## config.mk

```make
export PLATFORM = sky130hd
export DESIGN_NAME = hidden_cpu_feeder
export DESIGN_NICKNAME = d
export VERILOG_FILES = /design/src/rtl/hidden_cpu_pkg.sv /design/src/rtl/prog_mem.sv /design/src/rtl/hidden_cpu_feeder.sv
export SDC_FILE = /design/constraint.sdc
export NUM_CORES = 1
export LEC_CHECK = 0
export BUFFER_PORTS_ARGS = -buffer_cell sky130_fd_sc_hd__buf_2
export CORE_AREA = 4 4 99 101
export CTS_CLUSTER_DIAMETER = 120
export DETAILED_ROUTE_END_ITERATION = 12
export DIE_AREA = 0 0 103 105
export PLACE_DENSITY = 0.81
export SYNTH_ARGS = -nofsm -noshare
export SYNTH_HDL_FRONTEND = slang
export SYNTH_SLANG_ARGS = --single-unit
```

## constraint.sdc

```tcl
create_clock -name clk -period 3.2 [get_ports clk]
set_input_delay 0.32 -clock clk [delete_from_list [all_inputs] [get_ports clk]]
set_output_delay 0.32 -clock clk [all_outputs]
set_load 0.03 [all_outputs]
```

## src/rtl/hidden_cpu_pkg.sv

```systemverilog
// Shared definitions for the hidden CPU instruction feeder.
// Contents:
//   INSTR_W            - instruction word width (maps to CPU io_in[7:2])
//   OP_*/ADDR_A_*/ADDR_B_* - field positions inside an instruction word
//   IDLE_INSTR         - word driven when no program word is being issued
//   state_t            - feeder FSM state encoding
//   make_instr()       - packs opcode/addrA/addrB into an instruction word
package hidden_cpu_pkg;

  localparam int INSTR_W = 6;

  localparam int OP_HI     = 5;
  localparam int OP_LO     = 4;
  localparam int ADDR_A_HI = 3;
  localparam int ADDR_A_LO = 2;
  localparam int ADDR_B_HI = 1;
  localparam int ADDR_B_LO = 0;

  localparam logic [INSTR_W-1:0] IDLE_INSTR = 6'b000000;

  typedef enum logic [1:0] {
    ST_IDLE    = 2'd0,
    ST_RUN     = 2'd1,
    ST_CAPTURE = 2'd2
  } state_t;

  function automatic logic [INSTR_W-1:0] make_instr(input logic [1:0] op,
                                                    input logic [1:0] addr_a,
                                                    input logic [1:0] addr_b);
    logic [INSTR_W-1:0] w;
    w = '0;
    w[OP_HI:OP_LO]         = op;
    w[ADDR_A_HI:ADDR_A_LO] = addr_a;
    w[ADDR_B_HI:ADDR_B_LO] = addr_b;
    return w;
  endfunction

endpackage

```

## src/rtl/prog_mem.sv

```systemverilog
// Program buffer: DEPTH x W storage, one synchronous write port and one
// asynchronous read port. Contents are not reset.
// Ports:
//   clk   - clock
//   we    - write enable
//   waddr - write address
//   wdata - write data
//   raddr - read address
//   rdata - read data (combinational from raddr)
module prog_mem #(
  parameter int DEPTH = 16,
  parameter int W     = 6,
  parameter int AW    = $clog2(DEPTH)
) (
  input  logic          clk,
  input  logic          we,
  input  logic [AW-1:0] waddr,
  input  logic [W-1:0]  wdata,
  input  logic [AW-1:0] raddr,
  output logic [W-1:0]  rdata
);

  logic [W-1:0] mem [DEPTH];

  always_ff @(posedge clk) begin
    if (we) mem[waddr] <= wdata;
  end

  assign rdata = mem[raddr];

endmodule

```

## src/rtl/hidden_cpu_feeder.sv

```systemverilog
// Host-side instruction streamer for the hidden CPU.
// Buffers a program loaded over a valid/ready port, holds the CPU in reset
// while idle, streams one word per clock on start and captures the CPU
// output bus one cycle after the last word.
// Ports:
//   clk, rst             - clock, synchronous active-high reset
//   clear                - synchronous flush of the program and abort of a run
//   load_valid/load_data/load_ready - program load port
//   start                - request a run of the buffered program
//   busy                 - high in RUN or CAPTURE
//   instr_out/instr_valid - instruction stream to CPU io_in[7:2]
//   cpu_rst              - CPU reset, io_in[1]
//   cpu_out              - CPU io_out
//   result/result_valid  - captured cpu_out of the last completed run
//
// Load handshake: a word transfers on a rising clk edge where load_valid and
// load_ready are both high; load_ready does not depend on load_valid, and an
// offered word stays pending (never dropped) until it is accepted.
module hidden_cpu_feeder #(
  parameter int                  DEPTH      = 16,
  parameter int                  INSTR_W    = hidden_cpu_pkg::INSTR_W,
  parameter logic [INSTR_W-1:0]  IDLE_INSTR = hidden_cpu_pkg::IDLE_INSTR
) (
  input  logic               clk,
  input  logic               rst,
  input  logic               clear,
  input  logic               load_valid,
  input  logic [INSTR_W-1:0] load_data,
  output logic               load_ready,
  input  logic               start,
  output logic               busy,
  output logic [INSTR_W-1:0] instr_out,
  output logic               instr_valid,
  output logic               cpu_rst,
  input  logic [7:0]         cpu_out,
  output logic [7:0]         result,
  output logic               result_valid
);

  import hidden_cpu_pkg::*;

  localparam int AW    = $clog2(DEPTH);
  localparam int CNT_W = AW + 1;

  state_t             state;
  logic [CNT_W-1:0]   count;
  logic [AW-1:0]      rd_ptr;    // index of the word currently on instr_out
  logic [AW-1:0]      rd_addr;
  logic [INSTR_W-1:0] rd_data;
  logic               wr_en;
  logic               last_word;

  // start and clear take priority over a load in the same cycle, so the
  // port is closed in that cycle rather than accepting a word it would lose.
  assign load_ready = (state == ST_IDLE) && (count < CNT_W'(DEPTH)) && !start && !clear;
  assign wr_en      = load_valid && load_ready && !rst;

  // Look-ahead read: in IDLE the next word to issue is word 0, in RUN it is
  // the one after the word currently on the bus. Wraps naturally at DEPTH.
  assign rd_addr   = (state == ST_RUN) ? rd_ptr + AW'(1) : '0;
  assign last_word = ({1'b0, rd_ptr} == count - CNT_W'(1));

  prog_mem #(
    .DEPTH (DEPTH),
    .W     (INSTR_W),
    .AW    (AW)
  ) u_prog_mem (
    .clk   (clk),
    .we    (wr_en),
    .waddr (count[AW-1:0]),
    .wdata (load_data),
    .raddr (rd_addr),
    .rdata (rd_data)
  );

  always_ff @(posedge clk) begin
    if (rst) begin
      state        <= ST_IDLE;
      count        <= '0;
      rd_ptr       <= '0;
      busy         <= 1'b0;
      instr_out    <= IDLE_INSTR;
      instr_valid  <= 1'b0;
      cpu_rst      <= 1'b1;
      result       <= 8'h00;
      result_valid <= 1'b0;
    end else if (clear) begin
      // result is kept; result_valid going low marks it stale.
      state        <= ST_IDLE;
      count        <= '0;
      rd_ptr       <= '0;
      busy         <= 1'b0;
      instr_out    <= IDLE_INSTR;
      instr_valid  <= 1'b0;
      cpu_rst      <= 1'b1;
      result_valid <= 1'b0;
    end else begin
      case (state)
        ST_IDLE: begin
          if (start && (count != '0)) begin
            // CPU saw cpu_rst=1 at this edge, so it begins from reset.
            state        <= ST_RUN;
            rd_ptr       <= '0;
            busy         <= 1'b1;
            instr_out    <= rd_data;
            instr_valid  <= 1'b1;
            cpu_rst      <= 1'b0;
            result_valid <= 1'b0;
          end else if (wr_en) begin
            count <= count + CNT_W'(1);
          end
        end
        ST_RUN: begin
          if (last_word) begin
            state       <= ST_CAPTURE;
            rd_ptr      <= '0;
            instr_out   <= IDLE_INSTR;
            instr_valid <= 1'b0;
          end else begin
            rd_ptr    <= rd_ptr + AW'(1);
            instr_out <= rd_data;
          end
        end
        ST_CAPTURE: begin
          // cpu_out now reflects the CPU state after the last instruction.
          state        <= ST_IDLE;
          result       <= cpu_out;
          result_valid <= 1'b1;
          busy         <= 1'b0;
          cpu_rst      <= 1'b1;
        end
        default: begin
          state       <= ST_IDLE;
          busy        <= 1'b0;
          instr_out   <= IDLE_INSTR;
          instr_valid <= 1'b0;
          cpu_rst     <= 1'b1;
        end
      endcase
    end
  end

endmodule
```

==> flow_metrics.tcl <==
set metrics [dict create \
    slowest_stage "nor3_1" \
    fp.dieH_um 105 \
    finClkSkew_ns 0.01156 \
    dr_total_vias 3213 \
    clock-root-buffer "clkbuf_8" \
    portBuffers 37 \
    wirelength_um 10990 \
    rsz0062_at_grt "no" \
    ant_nets 0 \
    dpl.hpwl_um 7155 \
    post_drt_wl_per_cell_um 20.63 \
    cts_tree "built" \
    synth_area_um2 5202 \
    postSynthNetCount 390 \
    drt_iter0_drc 309 \
    synth_top_area_share_pct 55.41 \
    min_period_over_period_pct 81.99 \
    worst_slew_pin_slew_ns 0.8029 \
    drv_slew 0 \
    ios 38 \
    powerDensity_nw_per_um2 628.5 \
    grt_overflow 0 \
    required_ns 3.34 \
    drt-vias-per-instance 6.028 \
    synth_commonest_cells "edfxtp_1 (96), nor2_1 (44), dfxtp_1 (29)" \
    holdBufCountCts 0 \
    yosysTopAreaCell "edfxtp_1" \
    layout-drive-gt1-share_pct 21.56 \
    area_growth_pct 17.72 \
    syn_inst 365 \
    syn_avg_cell_area_um2 14.25 \
    max_freq_ghz 0.3811 \
    maxCapViolCount 0 \
    grt_pass1_vias 3178 \
    setup_violations 0 \
    async_flop_share_pct 0 \
    num-nets-final 434 \
    status "complete, no violations" \
    antenna_found_initial 0 \
    period_needed_ns 2.624 \
    cts_buffers 17 \
    gp_congestion 0.8767 \
    initial_utilization_pct 57.67 \
    fp-row-count 35 \
    antenna_cells 0 \
    cp_max_fo 7 \
    grt_max_degree 22 \
    cts_resized 0 \
    synth_edf_count 96 \
    h-tree-depth 4 \
    yosys-top-cells-area "edfxtp_1 (55%), dfxtp_1 (11%), mux4_2 (4.3%)" \
    worstPathArrival_ns 2.76 \
    clockBufferDepth 2 \
    post_cts_buffers 0 \
    yosys_register_bits 125 \
    cp-end-kind "flip-flop" \
    start_kind "flip-flop" \
    grt_pass1_wl_um 17240 \
    slew_headroom_pct 46.47 \
    core-area_um2 9021 \
    yosysSeqAreaShare_pct 66.57 \
    p_leak_nw 2.096 \
    hold_viol_final 0 \
    grt.total_usage_pct 22.01 \
    die-area_um2 10820 \
    worstSetupPathType "flip-flop to flip-flop" \
    ys.warnings.count 0 \
    ir_drop_uv 532.6 \
    dr.pass1.iters 5 \
    post-synth-top-count-cell "edfxtp_1" \
    fp.dieW_um 103 \
    hold_path_class "input port to flip-flop" \
    slowest_delay_ns 0.60 \
    synthFlopType "edfxtp_1" \
    p_total_mw 3.849 \
    insertion_delay_ns 0.52 \
    ys_types 50 \
    clk_pin_slew_ns 0.06 \
    cp_cell_sequence "or4_4, nor4b_4, nand2_1, nor3_1" \
    drc_errors 0 \
    tns_ns 0 \
    numClockSinks 125 \
]
[flip-flops by register name, summed over array words and instances, names as in the netlist]
name            cells
result              8
result_valid        1
rd_ptr              4
u_prog_mem.mem     96
cpu_rst             1
count               5
state               2
instr_valid         1
instr_out           6
busy                1
[logic make-up after synthesis]
group / synth area share (%)
AO/OA/AOI/OAI: 9.187
adder cells (fa/ha/maj): 1.443
AND/OR/NAND/NOR: 10.01
buffers and inverters: 2.285
flip-flops: 66.57
XOR/XNOR: 1.515
multiplexers: 8.995
[metal layers]
metal / vias up / share of wire, % / global-route usage [%]
li1: 1487 / - / -
met1: 1542 / 41 / 29.47
met2: 166 / 49 / 33.96
met3: 18 / 8.1 / 5.808
met4: 0 / 2.4 / 9.066
met5: - / 0 / 0
[critical path: cells and delay by family (launching register included)]
family / cells / cell delay, ns
flip-flops: 1 / 0.36
AND/OR/NAND/NOR: 4 / 1.88
[power by group]
part	internal (mW)	switching, mW	leakage [nW]
Clock	1.38	0.663	0.310
Combinational	0.0174	0.0418	0.690
Sequential	1.75	0.00146	1.10
Total	3.14	0.706	2.10
[cell type report]
type | instances | area [um2]
multi-input cells | 215 | 1620
clock inverters | 12 | 192.7
well taps | 111 | 138.9
repair buffers | 45 | 245.2
fillers | 595 | 2897
flip-flops and latches | 125 | 3463
clock buffers | 20 | 445.4
inverters | 5 | 18.77
[final timing paths]
| kind | slack [ns] | end | depth (start not counted) | startpoint |
|---|---|---|---|---|
| setup reg to reg | 0.58 | u_prog_mem.mem[1][0] | 4 | state[1] |
| setup / recovery | 0.58 | u_prog_mem.mem[1][0] | 4 | state[1] |
| hold reg to reg | 0.46 | busy | 1 | busy |
| hold / removal | 0.05 | result[7] | 3 | cpu_out[7] |
[metrics by stage]
| step | hold WS (ns) | cell area (um2) | util (%) | cells | setup slack [ns] |
|---|---|---|---|---|---|
| after floorplan | 0.4189 | 5202 | - | 365 | 0.8278 |
| after global placement | 0.4466 | 5487 | 60.82 | 501 | 0.6596 |
| after detailed placement | 0.4562 | 5487 | 60.82 | 501 | 0.5950 |
| after CTS | 0.03131 | 6125 | 67.89 | 533 | 0.5921 |
| after global routing | 0.06405 | 6125 | 67.89 | 533 | 0.4007 |
| final | 0.04604 | 6125 | 67.89 | 533 | 0.5762 |
[layout by cell type (no fill, tap or decap), types with 6 or more instances in the layout]
cell / n
a21oi_1: 18
a221oi_1: 6
a22oi_1: 9
buf_2: 37
buf_4: 8
clkbuf_16: 16
dfxtp_1: 29
edfxtp_1: 96
ha_1: 6
mux2i_1: 19
mux4_2: 10
nand2_1: 10
nand2b_1: 13
nor2_1: 44
nor3_1: 7
o21a_1: 6
o21ai_0: 9
xor2_1: 6
Power figures use the tool's default switching activity.
